$ cat config.mk
export PLATFORM = sky130hd
export DESIGN_NAME = fetch_unit
export DESIGN_NICKNAME = d
export VERILOG_FILES = /design/src/rtl/fetch_unit.sv
export SDC_FILE = /design/constraint.sdc
export NUM_CORES = 1
export LEC_CHECK = 0
export CAP_MARGIN = 30
export CORE_UTILIZATION = 45
export DETAILED_ROUTE_END_ITERATION = 8
export HOLD_SLACK_MARGIN = 0.02
export PLACE_DENSITY_LB_ADDON = 0.12
export SYNTH_ARGS = -nofsm -noshare
export SYNTH_HDL_FRONTEND = slang
export SYNTH_SLANG_ARGS = --single-unit
$ cat constraint.sdc
create_clock -name CLK -period 4.9 [get_ports CLK]
set_input_delay 0.98 -clock CLK [delete_from_list [all_inputs] [get_ports CLK]]
set_output_delay 0.98 -clock CLK [all_outputs]
set_load 0.01 [all_outputs]
$ cat src/rtl/fetch_unit.sv
// fetch_unit: in-order instruction fetch stage between ProgramCounter and decode.
// Ports:
//   CLK, RESET                      clock, synchronous active-high reset
//   PC / WE_PC, PC_IN               current PC in; PC write-back (PC+PC_STEP or redirect target)
//   REDIRECT, REDIRECT_PC           branch/jump taken: squash everything and refetch from target
//   IMEM_REQ_VALID/READY, IMEM_ADDR request channel to instruction memory
//   IMEM_RSP_VALID, IMEM_RDATA      in-order responses, at least one cycle after accept
//   INSTR_VALID/READY, INSTR,
//   INSTR_PC, INSTR_FAULT           decode handshake and payload
// Optional: define FETCH_MISALIGN_EN to turn misaligned PCs into a single faulting NOP
// that halts fetch until the next redirect; otherwise INSTR_FAULT is tied low.
module fetch_unit #(
  parameter int FIFO_DEPTH = 2,
  parameter logic [31:0] PC_STEP = 32'd4
) (
  input  logic        CLK,
  input  logic        RESET,
  input  logic [31:0] PC,
  output logic        WE_PC,
  output logic [31:0] PC_IN,
  input  logic        REDIRECT,
  input  logic [31:0] REDIRECT_PC,
  output logic        IMEM_REQ_VALID,
  input  logic        IMEM_REQ_READY,
  output logic [31:0] IMEM_ADDR,
  input  logic        IMEM_RSP_VALID,
  input  logic [31:0] IMEM_RDATA,
  output logic        INSTR_VALID,
  input  logic        INSTR_READY,
  output logic [31:0] INSTR,
  output logic [31:0] INSTR_PC,
  output logic        INSTR_FAULT
);
  localparam int AW = $clog2(FIFO_DEPTH);
  localparam int CW = AW + 1;
  localparam int DW = 8;
  localparam logic [31:0] NOP = 32'h00000013;

  logic [31:0] q_pc [FIFO_DEPTH];
  logic [31:0] q_instr [FIFO_DEPTH];
  logic [FIFO_DEPTH-1:0] q_filled;
  logic [AW-1:0] head, fill_ptr, tail;
  logic [CW-1:0] count, pend;
  logic [DW-1:0] drop_cnt;
  logic room, accept, fault_alloc, alloc, pop, fill, drop;

  // Credit uses the registered count, so a pop this cycle does not free a slot until next cycle.
  assign room = !RESET && !REDIRECT && count < CW'(FIFO_DEPTH);

`ifdef FETCH_MISALIGN_EN
  logic halt;
  logic [FIFO_DEPTH-1:0] q_fault;
  assign fault_alloc = room && !halt && PC[1:0] != 2'b00;
  assign IMEM_REQ_VALID = room && !halt && PC[1:0] == 2'b00;
  assign INSTR_FAULT = INSTR_VALID && q_fault[head];
  always_ff @(posedge CLK) begin
    if (RESET || REDIRECT) halt <= 1'b0;
    else if (fault_alloc) halt <= 1'b1;
    if (alloc) q_fault[tail] <= fault_alloc;
  end
`else
  assign fault_alloc = 1'b0;
  assign IMEM_REQ_VALID = room;
  assign INSTR_FAULT = 1'b0;
`endif

  assign accept = IMEM_REQ_VALID && IMEM_REQ_READY;
  assign alloc = accept || fault_alloc;
  assign INSTR_VALID = count != '0 && q_filled[head];
  assign pop = INSTR_VALID && INSTR_READY;
  assign drop = IMEM_RSP_VALID && drop_cnt != '0;
  assign fill = IMEM_RSP_VALID && drop_cnt == '0;
  assign WE_PC = !RESET && (REDIRECT || accept);
  assign PC_IN = REDIRECT ? REDIRECT_PC : accept ? PC + PC_STEP : PC;
  assign IMEM_ADDR = PC;
  assign INSTR = q_instr[head];
  assign INSTR_PC = q_pc[head];

  // Payload storage needs no reset: validity is carried by count and q_filled.
  always_ff @(posedge CLK) begin
    if (alloc) begin
      q_pc[tail] <= PC;
      q_instr[tail] <= NOP;
    end
    if (fill) q_instr[fill_ptr] <= IMEM_RDATA;
  end

  // pend counts live entries still waiting for memory; on a redirect they become
  // responses to discard, minus the one (live or already doomed) arriving right now.
  always_ff @(posedge CLK) begin
    if (RESET) begin
      head <= '0;
      fill_ptr <= '0;
      tail <= '0;
      count <= '0;
      pend <= '0;
      drop_cnt <= '0;
      q_filled <= '0;
    end else if (REDIRECT) begin
      head <= '0;
      fill_ptr <= '0;
      tail <= '0;
      count <= '0;
      pend <= '0;
      drop_cnt <= drop_cnt + DW'(pend) - DW'(IMEM_RSP_VALID);
    end else begin
      if (alloc) begin
        q_filled[tail] <= fault_alloc;
        tail <= tail + AW'(1);
      end
      if (fill) begin
        q_filled[fill_ptr] <= 1'b1;
        fill_ptr <= fill_ptr + AW'(1);
      end
      if (drop) drop_cnt <= drop_cnt - DW'(1);
      if (pop) head <= head + AW'(1);
      count <= count + CW'(alloc) - CW'(pop);
      pend <= pend + CW'(accept) - CW'(fill);
    end
  end

  a_rsp_outstanding: assert property (@(posedge CLK) disable iff (RESET)
    IMEM_RSP_VALID |-> (pend != '0 || drop_cnt != '0));
endmodule

==> run summary <==
========================================================================================
Total negative slack for setup checks                                               0 ns
Register-to-register path setup slack                                            1.79 ns
Count of clock tree sinks                                                            146
Most numerous cell in the Yosys netlist                                     sky130_fd_sc_hd__edfxtp_1
Primary FF master, synth                                                    sky130_fd_sc_hd__edfxtp_1
Die Area                                                                      17,300 um2
Sequential element share of the synthesized area                                   55.8%
X dimension of the die                                                            131 um
Chip Height                                                                       131 um
Number of instances in the synthesized netlist                                       625
Wire length of the first global-routing pass                                   29,400 um
Startpoint of the worst register-to-register path                           drop_cnt[0]$_SDFFE_PP0P_
Portion of the clock cycle consumed by the worst path in the final layout          93.1%
Main area contributors after synthesis                                      sky130_fd_sc_hd__edfxtp_1, sky130_fd_sc_hd__mux2_2, sky130_fd_sc_hd__and3_1
Count of antenna diodes in the layout                                                  0
CP Data Required Time                                                            3.92 ns
Leakage Power                                                                    3.98 nW
Cell area after synthesis                                                       7540 um2
Share of Yosys cell area claimed by the top area cell type                         51.0%
Number of max-capacitance violations reported                                          0
Average wire per standard cell                                                   17.6 um
Critical-path top delay cell                                                sky130_fd_sc_hd__clkdlybuf4s50_1
# IOs                                                                                234
Number of max-slew violations in the final report                                      0
Total GRT Usage                                                                    21.8%
Quantity of I/O buffers inserted on ports                                            232
FP Rows                                                                               46
Max-slew headroom                                                                  37.9%
Worst-case vdd ir drop                                                          0.293 mV
Delay of the slowest cell on the worst path                                      0.59 ns
Cell area power density                                                       354 nW/um2
Drt initial violations                                                               350
Proportion of synthesized flip-flops having asynchronous set or reset                 0%
Hold-fix buffers, CTS                                                                  0
CP bufs+invs                                                                           2
Number of synthesized flops with an enable pin                                       128
Initial antenna violation count                                                        0
Core Footprint                                                                16,100 um2
Overflow after GRT                                                                     0
Layout cells sized above 1                                                         15.4%
Peak clock frequency supported by timing                                       0.219 GHz
Dpl hpwl                                                                       13,000 um
Routed Wire Length                                                             18,800 um
Total design power                                                               3.75 mW
Worst hold-check slack                                                          0.480 ns
Routed vias                                                                        5,525
Number of remaining DRC errors                                                         0
CTS root buf                                                                sky130_fd_sc_hd__clkbuf_16
Post-detailed-route count of antenna-violating nets                                    0
CP Capture Point                                                               PC_IN[14]
Final Hold Violating Endpoints                                                         0
DRT Pass-1 Iters                                                                       5
Number of CTS-inserted buffers                                                        17
Number of nets produced by synthesis                                                 751
Worst reg2reg path depth                                                              11
Crit. Startpoint                                                                   PC[3]
Clk Latency, worst-skew pair                                                     0.42 ns
Clock tree from TritonCTS                                                            yes
Worst R2R End                                                               pend[1]$_SDFF_PP0_
Largest net degree at the start of global routing                                     77
Post-layout utilization of the core                                                65.8%
Outcome                                                                     complete, no violations
Syn. warnings                                                                          0
Critical Setup Path Class                                                      in -> out
Area leader, netlist                                                        sky130_fd_sc_hd__edfxtp_1
Effective utilization at floorplan                                                 46.8%
Kind of end point of the critical path                                      primary output
Layout overhead on the synthesized area                                            40.6%
Classification of the worst-slack hold path                                   reg -> reg
Final setup violation count                                                            0
Most common cell type on the critical path                                  sky130_fd_sc_hd__clkdlybuf4s50_1
RD Place Congestion                                                                0.811
Yosys reg bits                                                                       146
Arrival time at the worst endpoint                                               3.58 ns
Minimum clock period after layout                                                4.56 ns
Unrepaired setup endpoints after global routing                                       no
Worst-path fanout max                                                                  6
Average footprint of a synthesized cell                                         12.1 um2
CTS HTree Levels                                                                       4
Largest delay share family, worst path                                      buffers and inverters
Vias per inst                                                                       5.19
Count of distinct cell types in the synthesized netlist                               50
Depth of the critical timing path with buffers and inverters included                  8
CTS clk-pin slew, worst paths                                                    0.06 ns
Transition time of the tightest slew-check pin                                  0.931 ns
Top cells by instance count after synthesis                                 sky130_fd_sc_hd__edfxtp_1, sky130_fd_sc_hd__and3_1, sky130_fd_sc_hd__mux2_2
CTS resizes                                                                            0
Post-CTS setup buffer count                                                            0
Final Net Count                                                                      962
Vias in the first global route                                                     5,688
Cell-by-cell trace of the critical path                                     clkdlybuf4s50_1 -> ha_1 -> nand2_1 -> or3_4 -> or4_1 -> xor2_1 -> o21ai_2 -> clkdlybuf4s50_1
Worst Setup Start Kind                                                        input port
Maximum clock insertion buffer count                                                   2
Final setup skew                                                              0.00737 ns
========================================================================================
cell usage in the layout (no fill, tap or decap), types with 2 or more instances in the layout:
master / n
sky130_fd_sc_hd__a211oi_1: 5
sky130_fd_sc_hd__nor2_1: 20
sky130_fd_sc_hd__nor4_2: 2
sky130_fd_sc_hd__bufinv_16: 3
sky130_fd_sc_hd__nand3_1: 10
sky130_fd_sc_hd__clkbuf_16: 17
sky130_fd_sc_hd__clkdlybuf4s50_1: 231
sky130_fd_sc_hd__nor4_1: 2
sky130_fd_sc_hd__clkinvlp_4: 6
sky130_fd_sc_hd__mux2_2: 66
sky130_fd_sc_hd__nand3b_1: 2
sky130_fd_sc_hd__o21ai_0: 28
sky130_fd_sc_hd__inv_6: 4
sky130_fd_sc_hd__nand4_1: 16
sky130_fd_sc_hd__and2_1: 4
sky130_fd_sc_hd__xnor2_1: 21
sky130_fd_sc_hd__buf_16: 2
sky130_fd_sc_hd__nand2b_1: 2
sky130_fd_sc_hd__nor3_1: 3
sky130_fd_sc_hd__ha_1: 23
sky130_fd_sc_hd__xor2_1: 25
sky130_fd_sc_hd__buf_4: 19
sky130_fd_sc_hd__inv_1: 30
sky130_fd_sc_hd__a21oi_1: 10
sky130_fd_sc_hd__and3_1: 66
sky130_fd_sc_hd__a32oi_1: 2
sky130_fd_sc_hd__dfxtp_1: 17
sky130_fd_sc_hd__edfxtp_1: 128
sky130_fd_sc_hd__clkinv_2: 2
sky130_fd_sc_hd__nand2_1: 48
sky130_fd_sc_hd__or3_1: 6
layout make-up:
type | instances | area (um2)
Clock buffer | 17 | 425
Clock inverter | 15 | 180
Fill cell | 1239 | 5510
Inverter | 31 | 119
Multi-Input combinational cell | 386 | 2870
Sequential cell | 146 | 4210
Tap cell | 216 | 270
Timing Repair Buffer | 254 | 2530
logic make-up after synthesis:
kind of cell             share of synthesized area [%]
AND/OR/NAND/NOR                                   13.8
flip-flops                                        55.8
buffers and inverters                             6.31
multiplexers                                      9.99
AO/OA/AOI/OAI                                     4.68
XOR/XNOR                                          5.34
adder cells (fa/ha/maj)                           4.08
other                                           0.0497
stage by stage:
step                std cells  setup WS (ns)  area (um2)
floorplan                 625          0.709        7540
finish                   1065          0.336       10600
global route             1065          0.194       10600
detailed placement       1033          0.336       10000
global placement         1030          0.400        9930
CTS                      1065          0.324       10600
flip-flops by register name (all words and copies together) (netlist names), named ones only:
name      count
q_instr      64
tail          1
fill_ptr      1
count         2
q_filled      2
pend          2
q_pc         64
drop_cnt      8
head          1
metal layers:
metal	vias to the layer above	track usage (%)	part of all wire, %
met1	2652	26.6	43
li1	2656	-	-
met3	27	4.90	4.9
met2	190	37.4	50
met4	0	8.14	2.0
met5	-	0	0
power by group:
group          switching (mW)  internal [mW]  total, mW
clock network           0.520          0.804       1.32
registers              0.0377           1.44       1.48
logic                   0.463          0.483      0.946
how the worst min path moves through the flow:
stage	from	end	slack, ns	cells past startpoint
after global placement	tail$_SDFFE_PP0N_	tail$_SDFFE_PP0N_	0.46	2
after floorplan	tail$_SDFFE_PP0N_	tail$_SDFFE_PP0N_	0.45	2
final	tail$_SDFFE_PP0N_	tail$_SDFFE_PP0N_	0.48	2
after global routing	tail$_SDFFE_PP0N_	tail$_SDFFE_PP0N_	0.50	2
after detailed placement	tail$_SDFFE_PP0N_	tail$_SDFFE_PP0N_	0.47	2
after CTS	tail$_SDFFE_PP0N_	tail$_SDFFE_PP0N_	0.48	2
worst min-delay path, stage by stage, from the launching register on:
cell and delay (ns):
sky130_fd_sc_hd__dfxtp_1 0.32, sky130_fd_sc_hd__nand2_1 0.06, sky130_fd_sc_hd__a21oi_1 0.06
No activity file was read; power rests on OpenSTA's default activity.
